File: config.mk
export PLATFORM = sky130hd
export DESIGN_NAME = fetch_unit
export DESIGN_NICKNAME = d
export VERILOG_FILES = /design/src/rtl/fetch_unit.sv
export SDC_FILE = /design/constraint.sdc
export NUM_CORES = 1
export LEC_CHECK = 0
export CAP_MARGIN = 15
export CORE_MARGIN = 4
export CORE_UTILIZATION = 40
export DETAILED_ROUTE_END_ITERATION = 8
export PLACE_DENSITY = 0.77
export REMOVE_ABC_BUFFERS = 1
export SYNTH_ARGS = -nofsm -noshare
export SYNTH_HDL_FRONTEND = slang
export SYNTH_SLANG_ARGS = --single-unit
File: constraint.sdc
create_clock -name clk -period 8.8 [get_ports clk]
set_input_delay 2.64 -clock clk [delete_from_list [all_inputs] [get_ports clk]]
set_output_delay 2.64 -clock clk [all_outputs]
set_load 0.1 [all_outputs]
File: src/rtl/fetch_unit.sv
// Instruction-fetch stage: owns the PC, addresses instruction memory and fills the IF/ID register.
// Optional macro FETCH_MISALIGN_CHECK_EN: raise a misaligned-fetch fault when pc_q[1:0] != 0.
module fetch_unit #(
  parameter logic [63:0] RESET_PC  = 64'h0,
  parameter logic [31:0] NOP_INSTR = 32'h0000_0013
) (
  input  logic        clk,
  input  logic        rst,
  output logic [63:0] pc_addr,
  input  logic [31:0] imem_instr,
  input  logic        imem_exc_en,
  input  logic [3:0]  imem_exc_code,
  input  logic [63:0] imem_exc_val,
  input  logic        redirect_en,
  input  logic [63:0] redirect_pc,
  input  logic        id_ready,
  output logic        if_valid,
  output logic [63:0] if_pc,
  output logic [31:0] if_instr,
  output logic        if_exc_en,
  output logic [3:0]  if_exc_code,
  output logic [63:0] if_exc_val
);

  typedef enum logic {RUN, HALT} state_t;

  state_t      state_q, state_d;
  logic [63:0] pc_q, pc_d;
  logic        valid_q, valid_d;
  logic [63:0] if_pc_q, if_pc_d;
  logic [31:0] instr_q, instr_d;
  logic        exc_en_q, exc_en_d;
  logic [3:0]  exc_code_q, exc_code_d;
  logic [63:0] exc_val_q, exc_val_d;

  logic advance;
  logic misaligned;

  assign advance = !valid_q || id_ready;

`ifdef FETCH_MISALIGN_CHECK_EN
  assign misaligned = (pc_q[1:0] != 2'b00);
`else
  assign misaligned = 1'b0;
`endif

  always_comb begin
    // NOTE: every next-value starts as a hold of its register so no path infers a latch.
    state_d    = state_q;
    pc_d       = pc_q;
    valid_d    = valid_q;
    if_pc_d    = if_pc_q;
    instr_d    = instr_q;
    exc_en_d   = exc_en_q;
    exc_code_d = exc_code_q;
    exc_val_d  = exc_val_q;

    if (redirect_en) begin
      // Flush wins over any pending handshake so the stale entry never reaches decode.
      pc_d    = redirect_pc;
      valid_d = 1'b0;
      state_d = RUN;
    end else begin
      unique case (state_q)
        RUN: begin
          if (advance) begin
            valid_d = 1'b1;
            if_pc_d = pc_q;
            if (misaligned) begin
              instr_d    = NOP_INSTR;
              exc_en_d   = 1'b1;
              exc_code_d = 4'd0;
              exc_val_d  = pc_q;
              state_d    = HALT;
            end else if (imem_exc_en) begin
              instr_d    = NOP_INSTR;
              exc_en_d   = 1'b1;
              exc_code_d = imem_exc_code;
              exc_val_d  = imem_exc_val;
              state_d    = HALT;
            end else begin
              instr_d  = imem_instr;
              exc_en_d = 1'b0;
              pc_d     = pc_q + 64'd4;
            end
          end
        end
        HALT: begin
          // Fault entry drains once; nothing new loads until a redirect.
          if (valid_q && id_ready) valid_d = 1'b0;
        end
        default: state_d = RUN;
      endcase
    end
  end

  // NOTE: sequential state uses non-blocking assignments so all registers update together.
  always_ff @(posedge clk or posedge rst) begin
    if (rst) begin
      state_q    <= RUN;
      pc_q       <= RESET_PC;
      valid_q    <= 1'b0;
      if_pc_q    <= 64'h0;
      instr_q    <= NOP_INSTR;
      exc_en_q   <= 1'b0;
      exc_code_q <= 4'd0;
      exc_val_q  <= 64'h0;
    end else begin
      state_q    <= state_d;
      pc_q       <= pc_d;
      valid_q    <= valid_d;
      if_pc_q    <= if_pc_d;
      instr_q    <= instr_d;
      exc_en_q   <= exc_en_d;
      exc_code_q <= exc_code_d;
      exc_val_q  <= exc_val_d;
    end
  end

  assign pc_addr     = pc_q;
  assign if_valid    = valid_q;
  assign if_pc       = if_pc_q;
  assign if_instr    = instr_q;
  assign if_exc_en   = exc_en_q;
  assign if_exc_code = exc_code_q;
  assign if_exc_val  = exc_val_q;

endmodule

==> reports/summary.txt, run 1 <==
Total standard cell area after synthesis: 10200 um2
Number of hold violations in the final report: 0
Wire length after detailed routing: 33300 um
Area of the core: 25200 um2
Initial DRC Count: 564
TritonCTS sink count: 231
Most frequent cell after synthesis: sky130_fd_sc_hd__nand2_1
Die Width: 168 um
DIE AREA: 28200 um2
Class of the most critical setup path: in2reg
Clock slew at the register clock pins of the worst setup and hold paths: 60 ps
First drt pass iteration count: 5
Proportion of synthesized flip-flops having asynchronous set or reset: 100%
Routability-driven placement congestion ratio: 0.821
Synthesized area divided by synthesized cell count: 10.0 um2
Endpoint class of the critical path: register
Finished Core Util: 61.0%
Level count of the clock H-tree: 1
Growth of design area from synthesis to finish: 50.3%
Count of buffers from port buffering: 398
Initial antenna violation count: 2
DRC errors left: 0
Outcome: finished clean
TritonCTS clock tree: done
Post-layout power: 0.00455 W
Fin crit share: 57.5%
Period minus WS final: 5060 ps
Count of instances resized after the clock tree is built: 0
Setup-failing EPs final: 0
Fraction of final layout cells with drive strength greater than 1: 10.1%
Number of top-level design ports: 399
Pwr per Cell Area: 296 nW/um2
Worst setup timing slack at the placement stage: 3250 ps
Data arrival at the endpoint of the critical path: 5500 ps
Max Fclk: 0.198 GHz
IR drop worst, VDD: 0.000280 V
Unrepaired setup endpoints after global routing: no
Hold_buf cts: 0
Maximum buffer depth of the clock tree: 3
Max_slew headroom: 22.3%
Sum of net half-perimeters after detailed placement: 24100 um
Initial core utilization: 40.6%
Ranking of synthesized cells by instance count: sky130_fd_sc_hd__nand2_1, sky130_fd_sc_hd__dfrtp_1, sky130_fd_sc_hd__mux2_2
Floorplan row count: 58
CTS buffer count: 26
Buffers inserted during post-CTS setup optimization: 0
Average via count per standard cell: 5.23
Post-synthesis cell type count: 49
Total number of vias: 9136
Via count of the first global-routing pass: 9219
Worst-case clock skew: 12.8 ps
GRT Total Usage: 22.9%
Max-cap violations: 0
Placed cells: 1698
Fraction of post-synthesis cell area in the top cell type by area: 55.8%
Sequential fraction of the synthesis area: 56.6%
Transition time at the pin with the least slew margin: 1160 ps
Kind of start point of the critical path: input port
Final routed wire length divided by cell count: 19.1 um
Vert. Die Dim: 168 um
Syn. warnings: 0
CTS root buffer: sky130_fd_sc_hd__clkbuf_16
Hold Crit Class: reg2reg
Count of antenna-violating nets left after detailed routing: 0
EDFF count, synth: 0
Final Slew Violations: 0
Post-Synthesis Cells: 1020
Final-layout fill cell count: 2049
Congestion Overflow GR: 0
Filler-free cell count of the finished design: 1748
Static Leakage: 6.52 nW
Total Nets Final: 1566
Top flip-flop cell by instance count after synthesis: sky130_fd_sc_hd__dfrtp_1
Worst Slack Setup Final: 3740 ps
Top fanout value on the critical path: 37
Most area-consuming cells after synthesis: sky130_fd_sc_hd__dfrtp_1, sky130_fd_sc_hd__nand2_1, sky130_fd_sc_hd__mux2_2
Later-pin clock latency in the skew report: 520 ps
Worst endpoint required time: 9230 ps
Global-route wire length before repair: 52100 um
Flops & latches, synth: 231
Dominant cell type by area after synthesis: sky130_fd_sc_hd__dfrtp_1
Largest net degree at the start of global routing: 106
[critical path: stages]
cell and delay (ps):
sky130_fd_sc_hd__clkdlybuf4s50_1 390, sky130_fd_sc_hd__buf_4 230, sky130_fd_sc_hd__nor2_1 200, sky130_fd_sc_hd__nand3_1 410, sky130_fd_sc_hd__or4_1 860, sky130_fd_sc_hd__or4_1 570
sky130_fd_sc_hd__a31oi_1 200
[sequential cells by signal, indices dropped and copies added (netlist names)]
signal,cells
if_exc_code,4
if_exc_en,1
if_exc_val,64
if_instr,32
if_pc,64
if_valid,1
pc_addr,64
state_q,1
[cell usage in the layout, fill, tap and decap left out, types with 5 or more instances in the layout]
cell                              instances
sky130_fd_sc_hd__a31oi_1                 22
sky130_fd_sc_hd__and3_1                   7
sky130_fd_sc_hd__and4_1                   5
sky130_fd_sc_hd__buf_4                    9
sky130_fd_sc_hd__clkbuf_16               27
sky130_fd_sc_hd__clkbuf_8                 5
sky130_fd_sc_hd__clkdlybuf4s50_1        397
sky130_fd_sc_hd__clkinv_2                 7
sky130_fd_sc_hd__dfrtp_1                228
sky130_fd_sc_hd__inv_1                   10
sky130_fd_sc_hd__mux2_2                  72
sky130_fd_sc_hd__nand2_1                304
sky130_fd_sc_hd__nand3_1                 31
sky130_fd_sc_hd__nand3b_1                30
sky130_fd_sc_hd__nand4_1                 27
sky130_fd_sc_hd__nor2_1                  30
sky130_fd_sc_hd__nor2b_1                  6
sky130_fd_sc_hd__nor3_1                  13
sky130_fd_sc_hd__nor4_1                  17
sky130_fd_sc_hd__o21ai_0                 41
sky130_fd_sc_hd__o31ai_1                 14
sky130_fd_sc_hd__or4_1                   21
sky130_fd_sc_hd__xnor2_1                 21
sky130_fd_sc_hd__xor2_1                   8
[area by class of cell]
cell class | instances | area, um2 | share of cell area, %
Sequential cell | 231 | 5780 | 37.7
Multi-Input combinational cell | 719 | 4170 | 27.2
Timing Repair Buffer | 407 | 4050 | 26.4
Clock buffer | 35 | 756 | 4.92
Tap cell | 330 | 413 | 2.69
Clock inverter | 13 | 130 | 0.847
Inverter | 11 | 48.8 | 0.318
Antenna cell | 2 | 5.00 | 0.0326
[stage by stage]
step                TNS, ps  hold WS [ps]  area [um2]
global placement          0           442       14500
CTS                       0           453       15400
finish                    0           452       15400
global route              0           477       15400
detailed placement        0           444       14500
floorplan            -89760           529        9990
[worst paths after layout]
kind                                   to  depth (start not counted)        start  slack (ps)
max                           pc_addr[48]                          7  imem_exc_en        3740
min                           if_instr[0]                          2  if_instr[0]         450
max reg2reg                   pc_addr[48]                          5   pc_addr[8]        5940
min reg2reg                   if_instr[0]                          2  if_instr[0]         450
max in group asynchronous  if_exc_val[43]                          3          rst        4710
min in group asynchronous  if_exc_val[36]                          2          rst        2640
[routing by layer]
metal	part of all wire (%)	track usage [%]
met5	0	0
met4	3.6	7.87
met3	7.6	6.22
met2	50	39.3
met1	39	27.8
[kinds of logic after synthesis]
kind of cell	count (synthesis)	share of synthesized area, %
simple gates	517	24.0
flops	231	56.6
compound gates	97	5.88
mux	75	8.23
buf+inv	70	2.66
xor+xnor	29	2.49
fa+ha+maj	1	0.122
[power by group]
part	total, W	leakage (nW)	internal, W	switching, W
clock network	0.00110	0.445	0.000663	0.000441
logic	0.00207	3.29	0.000477	0.00159
registers	0.00137	2.78	0.00124	0.000135
No activity file was read; power rests on OpenSTA's default activity.
==> run 2: changes to the inputs <==
--- a/config.mk
+++ b/config.mk
@@ -7,9 +7,9 @@
 export LEC_CHECK = 0
 export CAP_MARGIN = 15
 export CORE_MARGIN = 4
-export CORE_UTILIZATION = 40
+export CORE_UTILIZATION = 44
 export DETAILED_ROUTE_END_ITERATION = 8
-export PLACE_DENSITY = 0.77
+export PLACE_DENSITY = 0.81
 export REMOVE_ABC_BUFFERS = 1
 export SYNTH_ARGS = -nofsm -noshare
 export SYNTH_HDL_FRONTEND = slang
==> constraint.sdc (replaced) <==
create_clock -name clk -period 5.2 [get_ports clk]
set_input_delay 1.56 -clock clk [delete_from_list [all_inputs] [get_ports clk]]
set_output_delay 1.56 -clock clk [all_outputs]
set_load 0.1 [all_outputs]
==> run 2 against run 1 <==
  * Worst setup slack got worse by 2400 ps
  * Sequential power rose by 69%
  * Sequential share of layout area fell by 0.089 points
  * Cell area increased by 0.24%
  * Global-route usage up 2.6 points
  * Cell count down 2.1%
  * Non-clock buffer count is 4 higher
  * Routed wire length down 0.20%
==> reports/summary.txt, run 2 (same netlist as run 1, synthesis figures left out) <==
Filler-free cell count of the finished design: 1712 (-2.1%)
Floorplan row count: 55 (-5.2%)
Static Leakage: 6.54 nW (+0.37%)
Finished layout cell area: 15400 um2 (+0.24%)
Die Width: 160 um (-4.4%)
Max Fclk: 0.260 GHz
Class of the most critical setup path: reg2out
Sw Pwr: 0.00365 W (+68%)
Clock network power share: 25.0% (+0.7 points)
Wire length after detailed routing: 33300 um (-0.20%)
First drt pass iteration count: 5 (unchanged)
Growth of design area from synthesis to finish: 50.6%
Hold_buf cts: 0 (unchanged)
Setup-failing EPs final: 0 (unchanged)
Initial core utilization: 45.0% (+4.4 points)
Kind of start point of the critical path: register
Worst endpoint required time: 3640 ps (-5590 ps)
Level count of the clock H-tree: 1 (unchanged)
Finished Core Util: 67.8% (+6.8 points)
Area of the core: 22700 um2 (-9.8%)
Chain of cells forming the critical path: clkdlybuf4s50_1
Worst-case hold slack: 455 ps (+3.40 ps)
GRT Total Usage: 25.5% (+2.6 points)
DIE AREA: 25700 um2 (-8.7%)
Commonest non-fill, non-tap cell in the layout: sky130_fd_sc_hd__clkdlybuf4s50_1
Fraction of final layout cells with drive strength greater than 1: 9.93% (-0.17 points)
Multi-input gate area in the final layout: 4170 um2 (unchanged)
Master of the slowest instance on the critical path: sky130_fd_sc_hd__clkdlybuf4s50_1
Transition time at the pin with the least slew margin: 1140 ps (-23.1 ps)
Worst path top cell family by delay: buffers and inverters
Final routed wire length divided by cell count: 19.4 um (+1.9%)
Sequential cell area: 5780 um2 (unchanged)
Clock slew at the register clock pins of the worst setup and hold paths: 60 ps (about the same)
IR drop worst, VDD: 0.000310 V (+11%)
Setup TNS: 0 ps (unchanged)
Internal power consumption: 0.00412 W (+73%)
TritonCTS sink count: 231 (unchanged)
Total number of vias: 9197 (+0.67%)
Count of buffer and inverter cells on the critical path: 1 (-1)
Vert. Die Dim: 160 um (-4.4%)
Initial antenna violation count: 7 (+5)
Largest net degree at the start of global routing: 111 (+4.7%)
Sequential group share of total power: 29.8% (-0.4 points)
Pwr per Cell Area: 505 nW/um2 (+70%)
Total Nets Final: 1571 (+0.32%)
Sum of net half-perimeters after detailed placement: 24200 um (+0.61%)
Period minus WS final: 3850 ps
Worst-case clock skew: 14.0 ps (+1.23 ps)
Routability-driven placement congestion ratio: 0.893 (+8.7%)
Average via count per standard cell: 5.37 (+2.8%)
Max_slew headroom: 23.9% (+1.5 points)
Via count of the first global-routing pass: 9464 (+2.7%)
Hold Crit Class: reg2reg
Top fanout value on the critical path: 10 (-73%)
Congestion Overflow GR: 0 (unchanged)
Final-layout fill cell count: 1718 (-16%)
Initial DRC Count: 571 (+1.2%)
Sw Share: 47.0% (-0.69 points)
DRC errors left: 0 (unchanged)
Count of antenna-violating nets left after detailed routing: 0 (unchanged)
Number of hold violations in the final report: 0 (unchanged)
Count of buffers from port buffering: 398 (unchanged)
Outcome: finished clean
Max incr delay on CP: 1210 ps (+350 ps)
Number of top-level design ports: 399 (unchanged)
Unrepaired setup endpoints after global routing: no
Max-cap violations: 0 (unchanged)
Final Slew Violations: 0 (unchanged)
Data arrival at the endpoint of the critical path: 2290 ps (-3210 ps)
CTS buffer count: 27 (+3.8%)
Buffers inserted during post-CTS setup optimization: 0 (unchanged)
Maximum buffer depth of the clock tree: 3 (unchanged)
Top library cells by usage in the layout, fill and taps aside: sky130_fd_sc_hd__clkdlybuf4s50_1, sky130_fd_sc_hd__nand2_1, sky130_fd_sc_hd__dfrtp_1
Later-pin clock latency in the skew report: 530 ps (about the same)
Cell Area, Placed: 14500 um2 (about the same)
Fin crit share: 74.1%
CTS root buffer: sky130_fd_sc_hd__clkbuf_16
Global-route wire length before repair: 53200 um (+2.1%)
Comb pwr share: 45.2% (-0.3 points)
TritonCTS clock tree: done
Placed cells: 1657 (-2.4%)
Count of instances resized after the clock tree is built: 0 (unchanged)
Endpoint class of the critical path: primary output
-- run 2: cell types whose count changed in the layout (fill, tap and decap cells not counted), sizes merged --
cell      previous run  this run
clkinv              10         2
clkbuf              35        40
diode                2         7
buf                 10        14
bufinv               2         4
clkinvlp             0         1
-- run 2: worst register-to-register path, stage by stage, from the launching register on --
cell and delay, ps:
sky130_fd_sc_hd__dfrtp_1 490, sky130_fd_sc_hd__nand4_4 190, sky130_fd_sc_hd__or4_1 750, sky130_fd_sc_hd__or3_1 570
sky130_fd_sc_hd__or4b_1 540, sky130_fd_sc_hd__a31oi_1 180
-- run 2: layer usage --
layer | vias to the layer above | GRT usage, % | wire (um)
li1 | 4300 | - | -
met1 | 4431 | 31.2 | 13000
met2 | 387 | 42.9 | 16100
met3 | 79 | 7.26 | 2820
met4 | 0 | 9.54 | 1340
met5 | - | 0 | 0
-- run 2: final cells by class --
cell class                 count  share of cell area, %
inverter                      11                  0.317
sequential                   231                   37.6
clock buffer                  40                   4.97
multi-input combinational    719                   27.1
tap                          285                   2.32
antenna                        7                  0.114
clock inverter                 8                  0.951
timing repair buffer         411                   26.6
-- run 2: power by group through the flow --
stage               Combinational, W  Clock [W]  Sequential, W
CTS                          0.00353    0.00198        0.00232
detailed placement           0.00352          0        0.00234
global route                 0.00362    0.00207        0.00236
floorplan                   0.000400          0        0.00451
global placement             0.00349          0        0.00233
finish                       0.00351    0.00194        0.00232
-- run 2: through the flow --
| stage | power, W | worst slack, ps |
|---|---|---|
| finish | 0.00777 | 1350 |
| global route | 0.00805 | 1280 |
| CTS | 0.00783 | 1340 |
| detailed placement | 0.00586 | 1150 |
| global placement | 0.00582 | 1150 |
| floorplan | 0.00491 | -3270 |
-- run 2: path summary, 6_finish.rpt --
path,start,end,slack (ps),cells after the start
worst max-delay path,pc_addr[26],pc_addr[26],1350,1
worst min-delay path,if_instr[0],if_instr[0],460,2
worst max register to register,pc_addr[10],pc_addr[58],2410,5
worst min register to register,if_instr[0],if_instr[0],460,2
max in group asynchronous,rst,if_pc[26],2770,3
min in group asynchronous,rst,if_exc_val[13],1570,2
